## config.mk

```make
export PLATFORM = sky130hd
export DESIGN_NAME = serial_loader
export DESIGN_NICKNAME = d
export VERILOG_FILES = /design/src/rtl/bnn_pkg.sv /design/src/rtl/serial_loader.sv
export SDC_FILE = /design/constraint.sdc
export NUM_CORES = 1
export LEC_CHECK = 0
export ABC_AREA = 1
export CAP_MARGIN = 15
export CORE_AREA = 2 2 326 328
export DETAILED_ROUTE_END_ITERATION = 6
export DIE_AREA = 0 0 328 330
export GPL_TIMING_DRIVEN = 0
export HOLD_SLACK_MARGIN = 0.12
export PLACE_DENSITY_LB_ADDON = 0.15
export SYNTH_ARGS = -nofsm -noshare
export SYNTH_HDL_FRONTEND = slang
export SYNTH_SLANG_ARGS = --single-unit
```

## constraint.sdc

```tcl
create_clock -name clk -period 65.3 [get_ports clk]
set_input_delay 9.795 -clock clk [delete_from_list [all_inputs] [get_ports clk]]
set_output_delay 9.795 -clock clk [all_outputs]
set_load 0.01 [all_outputs]
```

## src/rtl/bnn_pkg.sv

```systemverilog
// Shared definitions for the BNN loader path: packet types, image size and
// per-layer kernel address limits.
package bnn_pkg;

  typedef enum logic [1:0] {
    PKT_IMG   = 2'd0,
    PKT_CONV1 = 2'd1,
    PKT_CONV2 = 2'd2,
    PKT_FC    = 2'd3
  } pkt_type_e;

  localparam int IMG_BYTES   = 98;
  localparam int KBITS_BYTES = 4;
  localparam int CONV1_LIMIT = 90;
  localparam int CONV2_LIMIT = 1080;
  localparam int FC_LIMIT    = 10;

  // Exclusive upper bound on the kernel index for a layer; 12 bits so 1080 fits.
  function automatic logic [11:0] addr_limit(input pkt_type_e t);
    case (t)
      PKT_CONV1: addr_limit = 12'(CONV1_LIMIT);
      PKT_CONV2: addr_limit = 12'(CONV2_LIMIT);
      PKT_FC:    addr_limit = 12'(FC_LIMIT);
      default:   addr_limit = 12'd0;
    endcase
  endfunction

endpackage

```

## src/rtl/serial_loader.sv

```systemverilog
// Byte-stream packet loader: assembles 28x28 binary images and unpacks 5x5
// binary kernels with offset, address and layer for the BNN weight stores.
module serial_loader
  import bnn_pkg::*;
#(
  parameter int bW        = 8,
  parameter int IMG_BYTES = bnn_pkg::IMG_BYTES
) (
  input  logic          clk,
  input  logic          rst,
  input  logic [7:0]    din,
  input  logic          din_valid,
  output logic          din_ready,
  output logic [783:0]  image_out,
  output logic          image_out_valid,
  input  logic          image_out_ready,
  output logic          kernel_out_valid,
  output logic [24:0]   kernel_bits,
  output logic [bW-1:0] kernel_offset,
  output logic [10:0]   kernel_addr,
  output logic [1:0]    kernel_layer,
  output logic          err_addr
);

  typedef enum logic [2:0] {
    IDLE,
    IMG,
    K_AH,
    K_AL,
    K_OFF,
    K_BITS,
    IMG_HOLD,
    K_EMIT
  } state_e;

  state_e      state;
  pkt_type_e   layer_q;
  logic [6:0]  cnt;
  logic [2:0]  addr_hi;
  logic [7:0]  addr_lo;
  logic [7:0]  off_q;
  logic [23:0] kb_sr;
  logic [783:0] img_sr;
  logic [7:0]  din_rev;
  logic        xfer;
  logic        addr_ok;

  // Stall only while an assembled result is being presented.
  assign din_ready = !rst && (state != IMG_HOLD) && (state != K_EMIT);
  assign xfer      = din_valid && din_ready;
  assign din_rev   = {<<{din}};
  assign addr_ok   = {1'b0, addr_hi, addr_lo} < addr_limit(layer_q);

  // Partial images live only in img_sr; the port shows nothing until the hold.
  assign image_out = image_out_valid ? img_sr : '0;

  // NOTE: img_sr has no reset -- every image packet shifts all 784 bits
  // through before IMG_HOLD, and image_out is gated until then.
  always_ff @(posedge clk) begin
    if (state == IMG && xfer) begin
      img_sr <= {din_rev, img_sr[783:8]};
    end
  end

  // NOTE: sequential state uses non-blocking assignments so every register
  // samples pre-edge values regardless of statement order.
  always_ff @(posedge clk) begin
    if (rst) begin
      state            <= IDLE;
      layer_q          <= PKT_IMG;
      cnt              <= '0;
      addr_hi          <= '0;
      addr_lo          <= '0;
      off_q            <= '0;
      kb_sr            <= '0;
      image_out_valid  <= 1'b0;
      kernel_out_valid <= 1'b0;
      kernel_bits      <= '0;
      kernel_offset    <= '0;
      kernel_addr      <= '0;
      kernel_layer     <= '0;
      err_addr         <= 1'b0;
    end else begin
      case (state)
        IDLE: if (xfer) begin
          layer_q <= pkt_type_e'(din[7:6]);
          cnt     <= '0;
          state   <= (din[7:6] == 2'd0) ? IMG : K_AH;
        end
        IMG: if (xfer) begin
          cnt <= cnt + 7'd1;
          if (cnt == 7'(IMG_BYTES - 1)) begin
            image_out_valid <= 1'b1;
            state           <= IMG_HOLD;
          end
        end
        IMG_HOLD: if (image_out_ready) begin
          image_out_valid <= 1'b0;
          state           <= IDLE;
        end
        K_AH: if (xfer) begin
          addr_hi <= din[2:0];
          state   <= K_AL;
        end
        K_AL: if (xfer) begin
          addr_lo <= din;
          state   <= K_OFF;
        end
        K_OFF: if (xfer) begin
          off_q <= din;
          cnt   <= '0;
          state <= K_BITS;
        end
        K_BITS: if (xfer) begin
          kb_sr <= {kb_sr[15:0], din};
          cnt   <= cnt + 7'd1;
          if (cnt == 7'(KBITS_BYTES - 1)) begin
            // Bad addresses are swallowed whole; outputs keep the last good kernel.
            if (addr_ok) begin
              kernel_bits      <= {kb_sr, din[7]};
              kernel_offset    <= bW'(off_q);
              kernel_addr      <= {addr_hi, addr_lo};
              kernel_layer     <= 2'(layer_q);
              kernel_out_valid <= 1'b1;
              state            <= K_EMIT;
            end else begin
              err_addr <= 1'b1;
              state    <= IDLE;
            end
          end
        end
        K_EMIT: begin
          kernel_out_valid <= 1'b0;
          state            <= IDLE;
        end
        default: state <= IDLE;
      endcase
    end
  end

endmodule

```

==> impl_metrics.csv, run 1 <==
group,metric,value,unit
status,outcome,"complete, no violations",
route,drcViolationCount,0,
timing,finalCritPeriodShare,31.4,%
placed_design,place_inst,5362,
timing,final.setup.worst_slack,44.79,ns
global_route,grt_use_total,19.1,%
route,vias,23100,
yosys,syn_nets,3121,
setup_path,cp-start-kind,"input pin",
global_route,overflow,0,
final_layout,design_area,0.0483,mm^2
cts,post_cts_buffers,0,
global_route,antenna_found_initial,5,
yosys,netlist.area_leader.share,68.7,%
timing,fin_crit,20.51,ns
timing,rsz0062_at_grt,"false",
floorplan,dieArea,0.108,mm^2
route,drt_iter0_drc,1338,
floorplan,die-width,328,um
timing,setup_viol,0,
yosys,yosysWarnings,0,
setup_path,path_max_fanout,10,
flow_run,max_cap_viol_count,0,
setup_path,cp.arrival,10.71,ns
global_route,grt_pass1_wl,149000,um
placed_design,hpwl,84300,um
timing,clock_skew,0.0216,ns
route,drtPass1Iterations,6,
final_layout,multi_input_comb_area,0.00489,mm^2
yosys,avgSynthCellArea,11.1,um^2
pwr,p_per_area,26.1,mW/mm^2
pwr,p_sw,0.278,mW
route,detail_route.wl_per_cell,19.3,um
timing,slew_violations,0,
global_route,grt_pass1_vias,22200,
worst_hold_path,holdCritPathClass,"reg2reg",
final_layout,area_growth,40.9,%
route,finalWirelength,107000,um
pwr,swShare,22.1,%
cts,cts_tree,"built",
placed_design,pre_cts_slack,44.84,ns
cts,clk_transition_reported_paths,0.06,ns
timing,fmax,0.0488,GHz
yosys,yosys_most_used_dff,"edfxtp_1",
setup_path,path_class,"in2out",
final_layout,seq_area,0.0256,mm^2
yosys,synthArstFlopShare,0,%
cts,cts_buffers,101,
yosys,synthTopCellsByArea,"edfxtp_1 (69%), nand2_1 (10%), inv_1 (9.5%)",
floorplan,die_h,330,um
yosys,synthTopCellsByCount,"nand2_1 (918), inv_1 (866), edfxtp_1 (784)",
pwr,combPwrFrac,4.0,%
yosys,synthCells,3098,
placed_design,globalplace.congestion,0.895,
yosys,synth_edf_count,784,
cts,h-tree-depth,3,
cts,clkLatencyLatePin,0.67,ns
final_layout,post-route-util,46.1,%
yosys,synth_cell_types,29,
pwr,peakVddDrop,0.0185,mV
final_layout,num-fill-cells,9941,
setup_path,crit_required,55.51,ns
timing,whs,0.433,ns
cts,cts_buffer_depth,3,
final_layout,final_cells,5552,
pwr,total_power,1.26,mW
setup_path,end_kind,"output pin",
placed_design,placed_area,0.0451,mm^2
pwr,clkPwrFrac,44.0,%
floorplan,pin_count,846,
timing,fin_tns_setup,0,ns
global_route,grt_max_degree,36,
yosys,syn-cell-area,0.0343,mm^2
floorplan,row_count,119,
timing,slew-limit-headroom,40.4,%
yosys,post-synth-top-count-cell,"nand2_1",
cts,holdBufCountCts,0,
timing,tightest_slew,0.895,ns
yosys,ys_seq_elements,888,
yosys,yosysSeqAreaShare,74.8,%
placed_design,io_buffers,844,
yosys,synth_largest_area_cell,"edfxtp_1",
final_layout,layout-drive-gt1-share,4.69,%
setup_path,r2r_cells,12,
floorplan,core-area,0.105,mm^2
pwr,power.leakage,21.4,nW
pwr,intPower,0.982,mW
route,viasPerCell,4.16,
route,ant_nets,0,
cts,cts-resized-gates,0,
final_layout,final_nets,4097,
floorplan,initial_core_util,32.7,%
pwr,sequentialPowerShare,52.0,%
cts,cts.sinks,888,
worst_hold_path,min_path_cells,0,
timing,hold_viol,0,
cts,clockRootBuffer,"clkbuf_16",
## worst max-delay path: stages
cell and delay, ns:
buf_6 0.12, a21oi_1 0.15, clkdlybuf4s50_1 0.64
## flip-flops by register name, summed over array words and instances (netlist names), 2 cells and up
signal	count
kernel_offset	8
addr_lo	8
layer_q	2
off_q	8
kernel_addr	11
kb_sr	24
state	3
img_sr	784
kernel_bits	25
kernel_layer	2
addr_hi	3
cnt	7
## cells by family after synthesis
family | synth area share (%)
simple gates | 12.8
buf+inv | 10.9
xor+xnor | 0.0256
flops | 74.8
compound gates | 1.07
fa+ha+maj | 0.402
## placed cells by master, fill, tap and decap left out, types with 16 or more instances in the layout
| cell | instances |
|---|---|
| nand2_1 | 918 |
| clkinv_1 | 26 |
| clkbuf_16 | 104 |
| clkinv_2 | 16 |
| a21oi_1 | 18 |
| o21ai_0 | 46 |
| dfxtp_1 | 104 |
| buf_12 | 24 |
| inv_1 | 866 |
| clkdlybuf4s50_1 | 844 |
| nor2_1 | 197 |
| edfxtp_1 | 784 |
| clkbuf_1 | 116 |
## worst paths after layout
path / from / end / slack, ns
setup reg to reg: state[1] / img_sr[206] / 61.77
setup / recovery: rst / din_ready / 44.79
hold reg to reg: img_sr[468] / img_sr[460] / 0.43
hold / removal: img_sr[468] / img_sr[460] / 0.43
## power by group through the flow
stage	registers, mW	clock network [mW]	logic (mW)
2_1_floorplan	0.723	0	0.0286
3_3_place_gp	0.758	0	0.0403
3_5_place_dp	0.667	0	0.0510
4_1_cts	0.656	0.570	0.0511
5_1_grt	0.657	0.590	0.0557
6_report	0.655	0.554	0.0505
## per-layer routing
layer	part of all wire, %	up-vias	global-route usage (%)
li1	-	11300	-
met1	36	10900	20.3
met2	51	719	34.0
met3	9.6	159	7.64
met4	3.5	4	7.21
met5	0.025	-	0
## layout make-up
class,instances,area share [%]
Multi-Input combinational cell,1226,10.1
Inverter,870,6.76
Sequential cell,888,53.1
Clock inverter,59,1.06
Buffer,114,1.00
Timing Repair Buffer,873,18.8
Tap cell,1391,3.61
Clock buffer,126,5.58
Antenna cell,5,0.0259
(Power assumes the default switching activity.)
==> run 2: changes to the inputs <==
CORE_AREA = 2 2 329 331   (was 2 2 326 328)
DIE_AREA = 0 0 331 333   (was 0 0 328 330)
clock period = 19.15 ns   (was 65.3 ns; I/O delays follow)
==> impl_metrics.csv, run 2 (synthesized netlist as in run 1, its figures left out) <==
group,metric,value,unit
status,outcome,"complete, no violations",
final_layout,final_nets,4095,
flow_run,max_cap_viol_count,0,
cts,h-tree-depth,3,
global_route,grt_use_met1,20.2,%
setup_path,path_max_fanout,10,
global_route,grt_use_total,19.0,%
timing,tightest_slew,0.936,ns
timing,slew_violations,0,
global_route,grt_pass1_wl,152000,um
route,drt_iter0_drc,1462,
final_layout,mostFrequentLayoutCells,"nand2_1 (918), inv_1 (866), clkdlybuf4s50_1 (844)",
placed_design,io_buffers,844,
global_route,grt_use_met2,33.9,%
setup_path,crit_required,16.28,ns
floorplan,dieArea,0.110,mm^2
timing,whs,0.430,ns
final_layout,layout_commonest_cell,"nand2_1",
final_layout,reg_top3,"img_sr (784), kernel_bits (25), kb_sr (24)",
cts,cts_buffers,101,
timing,slew-limit-headroom,37.6,%
timing,rsz0062_at_grt,"false",
setup_path,cp.arrival,3.77,ns
pwr,power.leakage,21.4,nW
final_layout,layout-drive-gt1-share,5.10,%
global_route,grt_max_degree,35,
route,viasPerCell,4.17,
final_layout,regMostFlops,"img_sr",
placed_design,globalplace.congestion,0.861,
floorplan,initial_core_util,32.1,%
route,drtPass1Iterations,5,
worst_hold_path,holdCritPathClass,"reg2reg",
cts,clkLatencyLatePin,0.67,ns
pwr,p_per_area,89.6,mW/mm^2
placed_design,placed_area,0.0450,mm^2
route,vias,23200,
final_layout,design_area,0.0483,mm^2
timing,fin_crit,6.65,ns
final_layout,area_growth,41.1,%
floorplan,pin_count,846,
final_layout,post-route-util,45.4,%
cts,holdBufCountCts,0,
timing,finalCritPeriodShare,34.7,%
route,drcViolationCount,0,
setup_path,end_kind,"output pin",
cts,cts.sinks,888,
timing,hold_viol,0,
final_layout,num-fill-cells,10200,
setup_path,cp-start-kind,"input pin",
timing,setup_viol,0,
global_route,grt_pass1_vias,22700,
setup_path,path_class,"in2out",
floorplan,core-area,0.107,mm^2
cts,clk_transition_reported_paths,0.06,ns
timing,clock_skew,0.0209,ns
floorplan,die-width,331,um
cts,post_cts_buffers,0,
pwr,peakVddDrop,0.0603,mV
route,detail_route.wl_per_cell,19.5,um
floorplan,die_h,333,um
global_route,antenna_found_initial,5,
cts,clockRootBuffer,"clkbuf_16",
cts,cts_tree,"built",
floorplan,row_count,120,
final_layout,largest_reg_flops,784,
global_route,overflow,0,
cts,cts-resized-gates,0,
route,finalWirelength,109000,um
cts,cts_buffer_depth,3,
global_route,grt_util_met3,7.79,%
route,ant_nets,0,
timing,fmax,0.150,GHz
placed_design,hpwl,84800,um
global_route,busiest_layer,"met2",
==> run 2: area by class of cell <==
class                      count  area (um^2)  share of cell area, %
antenna                        1         2.50                0.00518
clock inverter                65          597                   1.23
timing repair buffer         871         9020                   18.7
multi-input combinational   1226         4890                   10.1
clock buffer                 122         2710                   5.61
tap                         1403         1760                   3.63
buffer                       114          484                   1.00
inverter                     870         3270                   6.75
sequential                   888        25600                   53.0
==> run 2: routing by layer <==
metal / routed length, um / vias up
met5: 0 / -
met3: 10800 / 165
li1: - / 11300
met1: 39400 / 11000
met2: 55000 / 706
met4: 3540 / 0
==> run 2: path summary, 6_finish.rpt <==
path,startpoint,to,slack (ns),depth (start not counted)
worst max-delay path,rst,din_ready,12.50,3
worst min-delay path,img_sr[681],img_sr[673],0.43,0
worst max register to register,state[1],img_sr[81],15.90,12
worst min register to register,img_sr[681],img_sr[673],0.43,0
==> run 2: worst max-delay path: stages <==
cell             delay [ns]
buf_6                  0.12
a21oi_1                0.13
clkdlybuf4s50_1        0.65
==> run 2: power by group <==
part | leakage (nW) | switching [mW] | internal, mW
clock | 1.63 | 0.800 | 1.13
combinational | 13.2 | 0.122 | 0.0478
sequential | 6.62 | 0.0370 | 2.20
==> run 2: through the flow <==
step | setup WS, ns | cells | TNS (ns) | total power [mW]
floorplan | 3.74 | 3098 | 0 | 2.42
global placement | -2.20 | 5345 | -1584.14 | 2.51
detailed placement | 12.54 | 5372 | 0 | 2.45
CTS | 12.38 | 5559 | 0 | 4.39
global route | 12.29 | 5559 | 0 | 4.48
finish | 12.50 | 5560 | 0 | 4.33
